### src/rtl/trace_pkg.sv
// Shared types for the retire trace buffer: record kinds, trace record
// layout and capture FSM states.
package trace_pkg;

  localparam int TR_DATA_W = 16;

  typedef enum logic [2:0] {
    NOP   = 3'd0,
    REG   = 3'd1,
    LOAD  = 3'd2,
    STORE = 3'd3,
    HALT  = 3'd4
  } trace_kind_e;

  // f2 carries the load address alongside the pc
  typedef struct packed {
    trace_kind_e          kind;
    logic [31:0]          inum;
    logic [TR_DATA_W-1:0] pc;
    logic [TR_DATA_W-1:0] f0;
    logic [TR_DATA_W-1:0] f1;
    logic [TR_DATA_W-1:0] f2;
  } trace_entry_t;

  typedef enum logic [2:0] {
    S_IDLE    = 3'd0,
    S_RUN     = 3'd1,
    S_DRAIN   = 3'd2,
    S_DONE    = 3'd3,
    S_TIMEOUT = 3'd4
  } trace_state_e;

endpackage

### src/rtl/trace_fifo.sv
// First-word-fall-through FIFO of trace records; the extra pointer
// bit tells full from empty.
module trace_fifo #(
  parameter type T     = logic [7:0],
  parameter int  DEPTH = 16
) (
  input  logic clk,
  input  logic rst_n,
  input  logic push,
  input  T     din,
  input  logic pop,
  output logic full,
  output logic empty,
  output T     head
);

  localparam int AW = $clog2(DEPTH);

  T             mem [DEPTH];
  logic [AW:0]  wptr_q, wptr_d;
  logic [AW:0]  rptr_q, rptr_d;

  assign empty = (wptr_q == rptr_q);
  assign full  = (wptr_q[AW] != rptr_q[AW]) &&
                 (wptr_q[AW-1:0] == rptr_q[AW-1:0]);
  assign head  = mem[rptr_q[AW-1:0]];

  always_comb begin
    wptr_d = wptr_q;
    rptr_d = rptr_q;
    if (push) wptr_d = wptr_q + 1'b1;
    if (pop)  rptr_d = rptr_q + 1'b1;
  end

  always_ff @(posedge clk) begin
    if (!rst_n) begin
      wptr_q <= '0;
      rptr_q <= '0;
    end else begin
      wptr_q <= wptr_d;
      rptr_q <= rptr_d;
    end
  end

  always_ff @(posedge clk) begin
    if (push) mem[wptr_q[AW-1:0]] <= din;
  end

endmodule

### src/rtl/retire_trace_buffer.sv
// Retire trace capture: kind decode, counters and capture FSM over a FIFO.
// Optional watchdog enabled by defining TRACE_WDOG_EN.
module retire_trace_buffer
  import trace_pkg::*;
#(
  parameter int DATA_W     = 16,
  parameter int REG_W      = 4,
  parameter int DEPTH      = 16,
  parameter int WDOG_LIMIT = 100000
) (
  input  logic              clk,
  input  logic              rst_n,
  input  logic              cap_en,
  input  logic              ret_valid,
  input  logic [DATA_W-1:0] ret_pc,
  input  logic [DATA_W-1:0] ret_wdata,
  input  logic [DATA_W-1:0] ret_maddr,
  input  logic [DATA_W-1:0] ret_mdata,
  input  logic [REG_W-1:0]  ret_wreg,
  input  logic              ret_regwrite,
  input  logic              ret_memread,
  input  logic              ret_memwrite,
  input  logic              ret_halt,
  output logic              rd_valid,
  input  logic              rd_ready,
  output trace_entry_t      rd_entry,
  output logic [31:0]       inst_cnt,
  output logic [31:0]       cycle_cnt,
  output logic [15:0]       drop_cnt,
  output logic              overflow,
  output logic              halted,
  output logic              done,
  output logic              timeout
);

  trace_state_e state_q, state_d;
  logic [31:0]  inst_cnt_q, cycle_cnt_q;
  logic [15:0]  drop_cnt_q;
  logic         overflow_q, halted_q;

  trace_entry_t rec, head;
  logic         fifo_full, fifo_empty;
  logic         take, push, pop, drop;

  assign take = (state_q == S_RUN) && ret_valid;
  assign pop  = rd_valid && rd_ready;
  assign push = take && (!fifo_full || pop);
  assign drop = take && fifo_full && !pop;

  always_comb begin
    rec      = '0;
    rec.inum = inst_cnt_q;
    rec.pc   = TR_DATA_W'(ret_pc);
    if (ret_regwrite && ret_memread) begin
      rec.kind = LOAD;
      rec.f0   = TR_DATA_W'(ret_wreg);
      rec.f1   = TR_DATA_W'(ret_wdata);
      rec.f2   = TR_DATA_W'(ret_maddr);
    end else if (ret_regwrite) begin
      rec.kind = REG;
      rec.f0   = TR_DATA_W'(ret_wreg);
      rec.f1   = TR_DATA_W'(ret_wdata);
    end else if (ret_halt) begin
      rec.kind = HALT;
    end else if (ret_memwrite) begin
      rec.kind = STORE;
      rec.f0   = TR_DATA_W'(ret_maddr);
      rec.f1   = TR_DATA_W'(ret_mdata);
    end else begin
      rec.kind = NOP;
    end
  end

  always_comb begin
    state_d = state_q;
    unique case (state_q)
      S_IDLE:  if (cap_en) state_d = S_RUN;
      S_RUN: begin
        if (take && ret_halt) state_d = S_DRAIN;
        else if (!cap_en)     state_d = S_IDLE;
      end
      S_DRAIN: if (fifo_empty) state_d = S_DONE;
      default: state_d = state_q;
    endcase
`ifdef TRACE_WDOG_EN
    if ((state_q == S_RUN || state_q == S_DRAIN) &&
        cycle_cnt_q >= 32'(WDOG_LIMIT))
      state_d = S_TIMEOUT;
`endif
  end

  always_ff @(posedge clk) begin
    if (!rst_n) begin
      state_q     <= S_IDLE;
      inst_cnt_q  <= '0;
      cycle_cnt_q <= '0;
      drop_cnt_q  <= '0;
      overflow_q  <= 1'b0;
      halted_q    <= 1'b0;
    end else begin
      state_q <= state_d;
      if (take) inst_cnt_q <= inst_cnt_q + 32'd1;
      if (state_q == S_RUN && cycle_cnt_q != '1)
        cycle_cnt_q <= cycle_cnt_q + 32'd1;
      if (drop) begin
        overflow_q <= 1'b1;
        if (drop_cnt_q != '1) drop_cnt_q <= drop_cnt_q + 16'd1;
      end
      if (take && ret_halt) halted_q <= 1'b1;
    end
  end

  trace_fifo #(
    .T     (trace_entry_t),
    .DEPTH (DEPTH)
  ) u_fifo (
    .clk   (clk),
    .rst_n (rst_n),
    .push  (push),
    .din   (rec),
    .pop   (pop),
    .full  (fifo_full),
    .empty (fifo_empty),
    .head  (head)
  );

  // Status is forced quiet while reset is held, not just after the edge
  assign rd_valid  = rst_n && !fifo_empty;
  assign rd_entry  = rd_valid ? head : '0;
  assign inst_cnt  = inst_cnt_q;
  assign cycle_cnt = cycle_cnt_q;
  assign drop_cnt  = drop_cnt_q;
  assign overflow  = rst_n && overflow_q;
  assign halted    = rst_n && halted_q;
  assign done      = rst_n && (state_q == S_DONE);
`ifdef TRACE_WDOG_EN
  assign timeout   = rst_n && (state_q == S_TIMEOUT);
`else
  assign timeout   = 1'b0;
`endif

endmodule
### config.mk
export PLATFORM = sky130hd
export DESIGN_NAME = retire_trace_buffer
export DESIGN_NICKNAME = d
export VERILOG_FILES = /design/src/rtl/trace_pkg.sv /design/src/rtl/trace_fifo.sv /design/src/rtl/retire_trace_buffer.sv
export SDC_FILE = /design/constraint.sdc
export NUM_CORES = 1
export LEC_CHECK = 0
export CORE_MARGIN = 4
export CORE_UTILIZATION = 40
export DETAILED_ROUTE_END_ITERATION = 12
export GPL_TIMING_DRIVEN = 1
export HOLD_SLACK_MARGIN = 0.06
export MAX_ROUTING_LAYER = met4
export PLACE_DENSITY_LB_ADDON = 0.15
export SLEW_MARGIN = 10
export SYNTH_ARGS = -nofsm -noshare
export SYNTH_HDL_FRONTEND = slang
export SYNTH_HIERARCHICAL = 1
export SYNTH_SLANG_ARGS = --single-unit
export TNS_END_PERCENT = 20
### constraint.sdc
create_clock -name clk -period 4.4 [get_ports clk]
set_input_delay 0.88 -clock clk [delete_from_list [all_inputs] [get_ports clk]]
set_output_delay 0.88 -clock clk [all_outputs]
set_load 0.05 [all_outputs]
### After elaboration in Yosys (flattened, before gate mapping)

Memories as Yosys holds them, arrays and structs flattened. A register that Yosys moved wholly into a read port is not among the register bits.
Index checks and enable logic that the tools add are counted.

| operators by class | value |
|---|---|
| add/subtract/negate cells | 5 |
| equal/unequal tests | 11 |
| mux-type cells | 19 |
| reduce and logical (&&, ||, !) cells | 21 |

Operators with widths:

| operator | count |
|---|---|
| $mux W32 | 4 |
| $mux W99 | 1 |
| $add A32 B1 Y32 const B | 2 |
| $ne A32 B32 Y1 const B | 1 |
| $mux W3 | 7 |
| $add A16 B1 Y16 const B | 1 |
| $mux W16 | 1 |
| $ne A16 B16 Y1 const B | 1 |
| $logic_and A1 B1 Y1 | 13 |
| $add A5 B1 Y5 const B | 2 |
| $pmux W3 S3 | 1 |
| $mux W4 | 2 |
| $eq A3 B2 Y1 const B | 2 |
| $eq A5 B5 Y1 | 1 |
| $eq A4 B4 Y1 | 1 |
| $ne A2 B2 Y1 const B | 2 |
| $reduce_and A4 Y1 | 1 |
| $eq A3 B1 Y1 const B | 1 |
| $logic_not A1 Y1 | 3 |
| $logic_not A3 Y1 | 1 |
| $ne A3 B2 Y1 const B | 1 |
| $reduce_bool A3 Y1 | 1 |
| $mux W1 | 2 |
| $mux W2 | 1 |
| other kinds (3) | 3 |

| storage, ports and cells | value |
|---|---|
| bits in registers | 95 |
| RAM bits | 1,584 |
| input port bits | 77 |
| output and inout bits | 184 |
| logic and storage cells | 65 |
| memories kept | 1 |

Memories:

| name | words | width | rd ports | clocked after memory_dff | wr ports | line | RTL |
|---|---|---|---|---|---|---|---|
| u_fifo.mem | 16 | 99 | 1 | 1 | 1 | trace_fifo.sv:19 | `T mem [DEPTH];` |

### Longest topological paths before layout

Gate-level depths: netlist of run 1.

| depth | value |
|---|---|
| word-level depth | 8 |
| mapped depth | 10 |
| mapped depth without buffers | 8 |

### Hierarchy

Netlist of run 1, hierarchy kept.

By module, submodules not included:

| module | times used | cells each | area each (µm²) | sequential area each (µm²) |
|---|---|---|---|---|
| trace_fifo | 1 | 2,493 | 59,856.2 | 47,845.9 |
| retire_trace_buffer | 1 | 698 | 5,388.9 | 1,681.6 |

### Worst setup path after synthesis of run 1

No wires, ideal clock.

| path | value |
|---|---|
| path kind | input -> register |
| start | input rd_ready |
| end | memory u_fifo/mem[0][0] (netlist bit) (enable) |
| library setup time | 0.469 ns |
| arrival time | 4.081 ns |
| required time | 3.931 ns |
| slack | -0.149 ns |
| stages on the path | 5 |
| buffers on the path | 1 |
| cell sequence | nand3b_1 -> a21oi_1 -> clkbuf_1 -> nor3b_1 -> and2_1 |

| between the ends | value |
|---|---|
| word-level cells in the longest chain between the ends | 5 |

RTL lines:

| item | line | RTL |
|---|---|---|
| from (decl) | retire_trace_buffer.sv:25 | `input logic rd_ready,` |
| $logic_and A1 B1 Y1 | retire_trace_buffer.sv:46 | `assign pop = rd_valid && rd_ready;` |
| $logic_or A1 B1 Y1 | retire_trace_buffer.sv:47 | `assign push = take && (!fifo_full \|\| pop);` |
| $logic_and A1 B1 Y1 | retire_trace_buffer.sv:47 |  |
| named net push | retire_trace_buffer.sv:43 | `logic take, push, pop, drop;` |
| $mux W1 | trace_fifo.sv:46 | `if (push) mem[wptr_q[AW-1:0]] <= din;` |
| $mux W1 (not written as such) | trace_fifo.sv:46 |  |
| to (decl) | trace_fifo.sv:19 |  |

The timed path passes the listed nets, and every way through them passes these cells.

==> impl_metrics.toml, run 1 <==
[outcome]
status = "finished, final reports clean"

[worst_hold_path]
hold_path_startpoint = "overflow_q"
hp-class = "reg2reg"
whs_path_depth = 2

[sta]
timing.fmax_ghz = 0.241
fin_crit_ns = 4.14
rsz0062_at_grt = "no"
final.setup_skew_ns = 0.0324
fin_ws_ns = 0.257
max_slew.worst_pin.slew_ns = 1.01
finalSetupViolCount = 0
finalMaxSlewViolations = 0
post-route-period-util = 0.942
finalSetupTns_ns = 0
hold_viol_final = 0
slew_headroom = 0.328

[route]
viasPerCell = 5.53
drc = 0
wl_per_cell_um = 28.0
firstDrtPassIters = 5
ant_nets = 0
wl_mm = 164
vias = 32400
initialDrtViolationCount = 2584

[grt]
grt_util_all_layers = 0.199
grt_pass1_wl_mm = 238
grt_pass1_vias = 33500
grt_max_degree = 77
grt-ovfl-total = 0
antenna_found_initial = 8

[cells_and_area]
num-fill-cells = 13200
final_nets = 3644
area.growth.synth_to_final_pct = 19.4
drive_gt1_frac = 0.245
finalCoreUtilization = 0.483
multi_input_area_um2 = 14600
regArea_um2 = 49500

[worst_setup_path]
reg2reg_depth = 9
worstPathRequired_ns = 3.52
cp.arrival_ns = 3.26
crit_chain = "buf_12, buf_4, mux4_2, a22oi_1, nand2_1, and2_1, buf_12"
critPathKind = "reg2out"
worst-path-max-fanout = 22
crit_path_frequent_cell = "buf_12"
worst_setup_path_start_kind = "register"
r2r_start = "u_fifo/wptr_q[2]"
cp_slowest_cell = "mux4_2"
slowest_delay_ns = 0.52
cp-end-kind = "output port"

[clocking]
cts_tree = "yes"
root_buffer = "clkbuf_16"
clk-insertion-delay-late_ns = 0.80
clkTransAtPathRegs_ns = 0.06
cts_made_buffers = 176
cts-htree-levels = 4
cts_buffer_depth = 3
cts.sinks = 1682

[synthesis]
netlist_area_um2 = 65200
yosys_warnings = 6
seq_area_frac_synth = 0.759
ys.flop_type = "edfxtp_1"
netlist_instances = 3191
synth_edf_count = 1584
avgSynthCellArea_um2 = 20.4
ys_seq_elements = 1682
yosysUniqueCellTypes = 55
async_reset_ff_frac = 0
syn_nets = 3281

[die]
num_rows = 147
initial_core_util = 0.404
die_h_um = 412
placeableCoreArea_um2 = 161000
dieWidth_um = 412
dieArea_um2 = 170000
ios = 261

[pwr]
vdd_ir_drop_max_mv = 0.406
leakage_nw = 24.7
p_total_mw = 34.0
power_density_nw_per_um2 = 436

[placed_design]
dp_slack_ns = 0.435
gp_congestion = 0.758
dp_hpwl_mm = 91.2
port_buffers = 259

[flow_run]
cap_viol_max_count = 0
[repair_timing]
action / 4_1_cts / 5_1_grt
cloned: 0 / 1
hold buffers: 0 / 0
buffers inserted: 0 / 8
pin swaps: 0 / 0
endpoints found under the setup margin: 7 / 13
gates resized for setup: 0 / 2
endpoints found under the hold margin: 0 / 0
[worst paths after layout]
path / slack, ns / end
hold reg to reg: 0.49 / overflow_q
hold / removal: 0.49 / overflow_q
setup / recovery: 0.26 / rd_entry[25]
setup reg to reg: 1.09 / u_fifo/mem[1][56]
[critical path: cells and delay by family, from the launching register on]
family / cells / cell delay (ns)
buffers and inverters: 3 / 0.66
flip-flops: 1 / 0.47
AND/OR/NAND/NOR: 2 / 0.35
AO/OA/AOI/OAI: 1 / 0.41
multiplexers: 1 / 0.52
[layout make-up]
type / count / area share
inverter: 14 / 0.000771
clock inverter: 109 / 0.0118
multi-input combinational: 1292 / 0.187
tap: 2160 / 0.0347
clock buffer: 214 / 0.0597
sequential: 1682 / 0.636
antenna: 3 / 0.0000964
timing repair buffer: 388 / 0.0694
[routing by layer]
metal	vias to the layer above	share of wire	track usage
li1	13900	-	-
met1	17400	0.44	0.273
met2	934	0.49	0.313
met3	187	0.060	0.0370
met4	0	0.016	0.0424
met5	-	0	-
[kinds of logic (layout without fill, tap and decap cells)]
| logic type | Yosys count | count (layout) | synth area share |
|---|---|---|---|
| DFF | 1682 | 1682 | 0.759 |
| xor gates and xnor gates | 52 | 52 | 0.00698 |
| other | 1 | 4 | 0.0000575 |
| muxes | 402 | 402 | 0.138 |
| buffers and inverters | 217 | 725 | 0.0185 |
| and+or+nand+nor | 520 | 520 | 0.0421 |
| AOI/OAI and AO/OA | 304 | 304 | 0.0332 |
| adders and majority gates | 13 | 13 | 0.00249 |
[report_power, final]
group,switching (mW),total [mW],internal (mW),leakage (nW)
Sequential,0.0432,17.6,17.5,15.7
Clock,6.06,14.3,8.28,2.72
Combinational,1.14,2.02,0.888,6.25
Total,7.24,34.0,26.7,24.7
[Yosys cell counts, types with 6 or more instances]
| cell type | count | area share |
|---|---|---|
| o21ai_0 | 23 | 0.0018 |
| nand2_1 | 148 | 0.0085 |
| nand3_1 | 29 | 0.0022 |
| a22o_1 | 20 | 0.0027 |
| and3_1 | 28 | 0.0027 |
| or4_1 | 9 | 0.0010 |
| edfxtp_1 | 1584 | 0.73 |
| and4_1 | 6 | 0.00081 |
| buf_6 | 26 | 0.0045 |
| nor3_1 | 7 | 0.00054 |
| nand2b_1 | 7 | 0.00067 |
| buf_2 | 42 | 0.0032 |
| inv_1 | 14 | 0.00081 |
| mux2i_1 | 6 | 0.00092 |
| nor2b_1 | 6 | 0.00058 |
| buf_1 | 17 | 0.00098 |
| dfxtp_1 | 98 | 0.030 |
| nor2_1 | 55 | 0.0032 |
| xor2_1 | 23 | 0.0031 |
| nand4_1 | 30 | 0.0029 |
| clkbuf_1 | 80 | 0.0046 |
| mux4_2 | 396 | 0.14 |
| a22oi_1 | 198 | 0.023 |
| ha_1 | 13 | 0.0025 |
| buf_4 | 38 | 0.0044 |
| o31ai_1 | 7 | 0.00081 |
| nor4_1 | 14 | 0.0013 |
| and2_1 | 148 | 0.014 |
| or3_1 | 21 | 0.0020 |
| xnor2_1 | 29 | 0.0039 |
| a21oi_1 | 36 | 0.0028 |
[state kept, by name, indices dropped and copies added (netlist names), named ones only]
name and count:
u_fifo/mem 1584, cycle_cnt 32, inst_cnt 32, drop_cnt 16
u_fifo/rptr_q 5, u_fifo/wptr_q 5, state_q 2, halted_q 1
overflow_q 1
[metrics by stage]
stage	hold slack (ns)	area, um^2	std cells
after CTS	0.492	77800	5850
after global routing	0.525	77900	5862
after floorplan	0.432	65200	3191
final	0.493	77900	5862
after global placement	0.487	72200	5527
after detailed placement	0.482	72200	5527
[layout by cell type (no fill, tap or decap), types with 16 or more instances in the layout]
cell type        instances
a22oi_1                198
xor2_1                  23
mux4_2                 396
and2_4                  16
nand2_1                148
nand3_1                 29
a22o_1                  20
clkbuf_1                33
dfxtp_1                 96
nand4_1                 30
clkbuf_16              182
buf_12                 165
a21oi_1                 36
clkdlybuf4s50_1        155
buf_4                   64
and3_1                  28
clkinv_1                46
edfxtp_1              1584
clkinv_2                33
o21ai_0                 23
or3_1                   21
and2_1                 132
xnor2_1                 29
nor2_1                  53
Note: power is estimated with default switching activity, not from simulation.
==> run 2: changes to the inputs <==
--- a/config.mk
+++ b/config.mk
@@ -6,7 +6,7 @@
 export NUM_CORES = 1
 export LEC_CHECK = 0
 export CORE_MARGIN = 4
-export CORE_UTILIZATION = 40
+export CORE_UTILIZATION = 30
 export DETAILED_ROUTE_END_ITERATION = 12
 export GPL_TIMING_DRIVEN = 1
 export HOLD_SLACK_MARGIN = 0.06
==> impl_metrics.toml, run 2 (synthesis gave the netlist of run 1 again) <==
[cells_and_area]
largest_reg_flops = 1584
drive_gt1_frac = 0.255
fin_area_um2 = 79600
final_common_cell = "edfxtp_1"
final_cell_mix = "edfxtp_1 (1584), mux4_2 (396), a22oi_1 (198), clkbuf_16 (191), buf_12 (185)"
final_nets = 3688
num-fill-cells = 19700
area.growth.synth_to_final_pct = 22.0

[placed_design]
port_buffers = 259
dp_slack_ns = 0.698
dp_hpwl_mm = 103
placed_area_um2 = 73500
gp_congestion = 0.734

[clocking]
hold_buffers = 0
ctsResizeCount = 0
cts.sinks = 1682
clk-insertion-delay-late_ns = 0.79
cts_made_buffers = 184
cts_tree = "yes"
cts-htree-levels = 4
clkTransAtPathRegs_ns = 0.06
cts_buffer_depth = 3
root_buffer = "clkbuf_16"
postCtsSetupBuffers = 0

[worst_setup_path]
slowest_delay_ns = 0.52
critPathKind = "reg2out"
reg2reg_depth = 9
cp.arrival_ns = 3.25
r2r_slack_ns = 1.20
worst_setup_path_start_kind = "register"
r2r_start = "u_fifo/wptr_q[0]"
crit_chain = "buf_4, buf_12, buf_12, mux4_2, a22oi_1, nand2_1, and2_1, buf_12"
worst-path-max-fanout = 17
worstPathRequired_ns = 3.52
cp-end-kind = "output port"
r2r_end = "u_fifo/mem[3][25]"
cp_slowest_cell = "mux4_2"
crit_path_frequent_cell = "buf_12"

[worst_hold_path]
hold_path_startpoint = "overflow_q"
hp-class = "reg2reg"
whs_path_depth = 2
worstHoldEndpoint = "overflow_q"

[grt]
grt_util_all_layers = 0.161
grt_max_degree = 101
antenna_found_initial = 16
grt_pass1_wl_mm = 254
grt_pass1_vias = 34100
grt-ovfl-total = 0

[die]
dieWidth_um = 474
placeableCoreArea_um2 = 215000
dieArea_um2 = 225000
ios = 261
num_rows = 170
initial_core_util = 0.303
die_h_um = 474

[sta]
fin_ws_ns = 0.271
max_slew.worst_pin.slew_ns = 1.14
final.setup_skew_ns = 0.0419
rsz0062_at_grt = "no"
hold_viol_final = 0
slew_headroom = 0.237
finalSetupViolCount = 0
finalMaxSlewViolations = 0
fin_crit_ns = 4.13
timing.fmax_ghz = 0.242
post-route-period-util = 0.938

[pwr]
leakage_nw = 25.1
vdd_ir_drop_max_mv = 0.300
p_total_mw = 34.9
power_density_nw_per_um2 = 438

[route]
initialDrtViolationCount = 2530
ant_nets = 0
drc = 0
wl_per_cell_um = 27.0
wl_mm = 178
vias = 32600
firstDrtPassIters = 5
viasPerCell = 4.94

[flow_run]
cap_viol_max_count = 0

[outcome]
status = "finished, final reports clean"
==> run 2: per-stage QoR <==
step | util | instances | hold slack (ns) | TNS, ns
2_1_floorplan | - | 3191 | 0.432 | -55.83
3_3_place_gp | 0.341 | 6242 | 0.445 | 0
3_5_place_dp | 0.341 | 6242 | 0.455 | 0
4_1_cts | 0.369 | 6578 | 0.466 | 0
5_1_grt | 0.369 | 6592 | 0.500 | 0
6_report | 0.369 | 6596 | 0.462 | 0
==> run 2: per-layer routing <==
metal | part of all wire | GRT usage | vias to the layer above
met1 | 0.46 | 0.222 | 17700
li1 | - | - | 14000
met5 | 0 | - | -
met2 | 0.47 | 0.249 | 759
met4 | 0.019 | 0.0359 | 0
met3 | 0.050 | 0.0322 | 206
==> run 2: how the worst max path moves through the flow <==
stage / end / depth (start not counted) / slack [ns] / from
after floorplan: u_fifo/mem[3][0] / 5 / -0.15 / rd_ready
after global placement: u_fifo/mem[2][10] / 7 / 0.63 / rst_n
after detailed placement: u_fifo/mem[3][24] / 7 / 0.70 / rst_n
after CTS: rd_entry[33] / 8 / 0.003 / register
after global routing: rd_entry[76] / 7 / 0.09 / register
final: rd_entry[0] / 8 / 0.27 / register
==> run 2: layout make-up <==
class | count | area (um^2) | area share
flip-flops and latches | 1682 | 49500 | 0.622
multi-input cells | 1292 | 14600 | 0.183
repair buffers | 424 | 5880 | 0.0739
clock buffers | 236 | 4970 | 0.0624
well taps | 2838 | 3550 | 0.0446
clock inverters | 100 | 973 | 0.0122
inverters | 14 | 60.1 | 0.000755
diodes | 10 | 25.0 | 0.000314
==> run 2: report_power, final <==
part           leakage, nW  switching [mW]  internal (mW)
logic                 6.49            1.18          0.897
registers             15.7          0.0437           17.5
clock network         2.89            6.28           8.95
==> run 2: worst max-delay path, delay by kind of cell (launching register included) <==
| family | cells | cell delay, ns |
|---|---|---|
| compound gates | 1 | 0.24 |
| mux | 1 | 0.52 |
| simple gates | 2 | 0.50 |
| flops | 1 | 0.42 |
| buf+inv | 4 | 0.71 |
==> run 3: changes to the inputs <==
==> constraint.sdc (replaced) <==
create_clock -name clk -period 4.4 [get_ports clk]
set_input_delay 0.88 -clock clk [delete_from_list [all_inputs] [get_ports clk]]
set_output_delay 0.88 -clock clk [all_outputs]
set_load 0.01 [all_outputs]
==> impl_metrics.toml, run 3 (synthesis gave the netlist of run 1 again) <==
[worst_setup_path]
worst-path-max-fanout = 32
cp-end-kind = "output port"
r2r_slack_ns = 0.94
cp.arrival_ns = 3.41
worstPathRequired_ns = 3.52
critPathKind = "reg2out"
r2r_start = "u_fifo/wptr_q[2]"
worst_setup_path_start_kind = "register"
reg2reg_depth = 9
r2r_end = "u_fifo/mem[3][84]"

[grt]
grt_pass1_wl_mm = 258
grt_max_degree = 71
antenna_found_initial = 16
grt-ovfl-total = 0
grt_util_all_layers = 0.164
grt_pass1_vias = 34300

[sta]
finalSetupTns_ns = 0
whs_ns = 0.484
slew_headroom = 0.303
fin_crit_ns = 4.29
finalSetupViolCount = 0
max_slew.worst_pin.slew_ns = 1.02
timing.fmax_ghz = 0.233
hold_viol_final = 0
rsz0062_at_grt = "yes"
finalMaxSlewViolations = 0
post-route-period-util = 0.974
final.setup_skew_ns = 0.0561

[die]
ios = 261
initial_core_util = 0.303
placeableCoreArea_um2 = 215000
die_h_um = 474
dieWidth_um = 474
dieArea_um2 = 225000
num_rows = 170

[clocking]
cts-htree-levels = 4
clkTransAtPathRegs_ns = 0.06
cts_buffer_depth = 3
hold_buffers = 0
cts_tree = "yes"
root_buffer = "clkbuf_16"
clk-insertion-delay-late_ns = 0.82
cts_made_buffers = 186
cts.sinks = 1682

[pwr]
leakage_nw = 24.7
vdd_ir_drop_max_mv = 0.390
power_density_nw_per_um2 = 434

[outcome]
status = "finished, final reports clean"

[route]
firstDrtPassIters = 5
viasPerCell = 4.96
initialDrtViolationCount = 2544
wl_mm = 180
drc = 0
ant_nets = 0
vias = 32800
wl_per_cell_um = 27.2

[cells_and_area]
fin_area_um2 = 78800
largest_reg_flops = 1584
area.growth.synth_to_final_pct = 20.8
final_common_cell = "edfxtp_1"
finalNonFillerCells = 6615
drive_gt1_frac = 0.240
final_nets = 3701
final_cell_mix = "edfxtp_1 (1584), mux4_2 (396), clkdlybuf4s50_1 (256), clkbuf_16 (190), a22oi_1 (177)"

[placed_design]
placed_area_um2 = 72400
dp_hpwl_mm = 102
dp.cells = 6237
gp_congestion = 0.721
port_buffers = 259

[worst_hold_path]
whs_path_depth = 1
hp-class = "reg2reg"
worstHoldEndpoint = "halted_q"
hold_path_startpoint = "halted_q"

[flow_run]
cap_viol_max_count = 0
==> run 3: cell type report <==
type	instances	area [um^2]
Antenna cell	12	30.0
Clock inverter	102	926
Sequential cell	1682	49500
Clock buffer	240	4910
Multi-Input combinational cell	1292	14800
Inverter	14	60.1
Timing Repair Buffer	435	5060
Fill cell	19900	137000
Tap cell	2838	3550
==> run 3: layer usage <==
metal,wire (um),global-route usage,up-vias
li1,-,-,14100
met1,83700,0.230,17700
met2,83800,0.249,794
met3,9710,0.0336,202
met4,2700,0.0318,0
met5,0,-,-
==> run 3: worst max path at each step <==
stage                              endpoint  cells after the start  slack, ns      from
after global placement    u_fifo/mem[3][44]                      7       0.56     rst_n
after CTS                      rd_entry[41]                      8      -0.06  register
after detailed placement  u_fifo/mem[3][44]                      7       0.61     rst_n
after floorplan            u_fifo/mem[3][0]                      5      -0.15  rd_ready
final                          rd_entry[72]                      7       0.11  register
after global routing           rd_entry[72]                      7      -0.07  register
==> run 3: repair_timing <==
item                                    4_1_cts  5_1_grt
cloned                                        2        2
gates resized for setup                      40       25
endpoints found under the setup margin       95       77
pin swaps                                     2        5
setup buffers                                17        3
==> run 3: worst max-delay path, stage by stage, from the launching register on <==
cell and delay, ns:
dfxtp_4 0.39, buf_4 0.17, buf_12 0.26, mux4_2 0.54
a22oi_1 0.29, nand2_1 0.22, and2_1 0.20, clkdlybuf4s50_1 0.48
==> run 3: through the flow <==
stage	total power, mW	utilization	worst slack [ns]
global route	35.6	0.366	-0.0725
detailed placement	19.6	0.336	0.612
floorplan	18.9	-	-0.148
finish	34.2	0.366	0.114
global placement	19.6	0.336	0.558
CTS	34.7	0.365	-0.0570
==> run 3: power by group <==
group,internal [mW],total (mW),switching (mW)
Combinational,0.804,1.75,0.944
Sequential,17.5,17.6,0.0395
Clock,8.44,14.9,6.42
Total,26.8,34.2,7.41
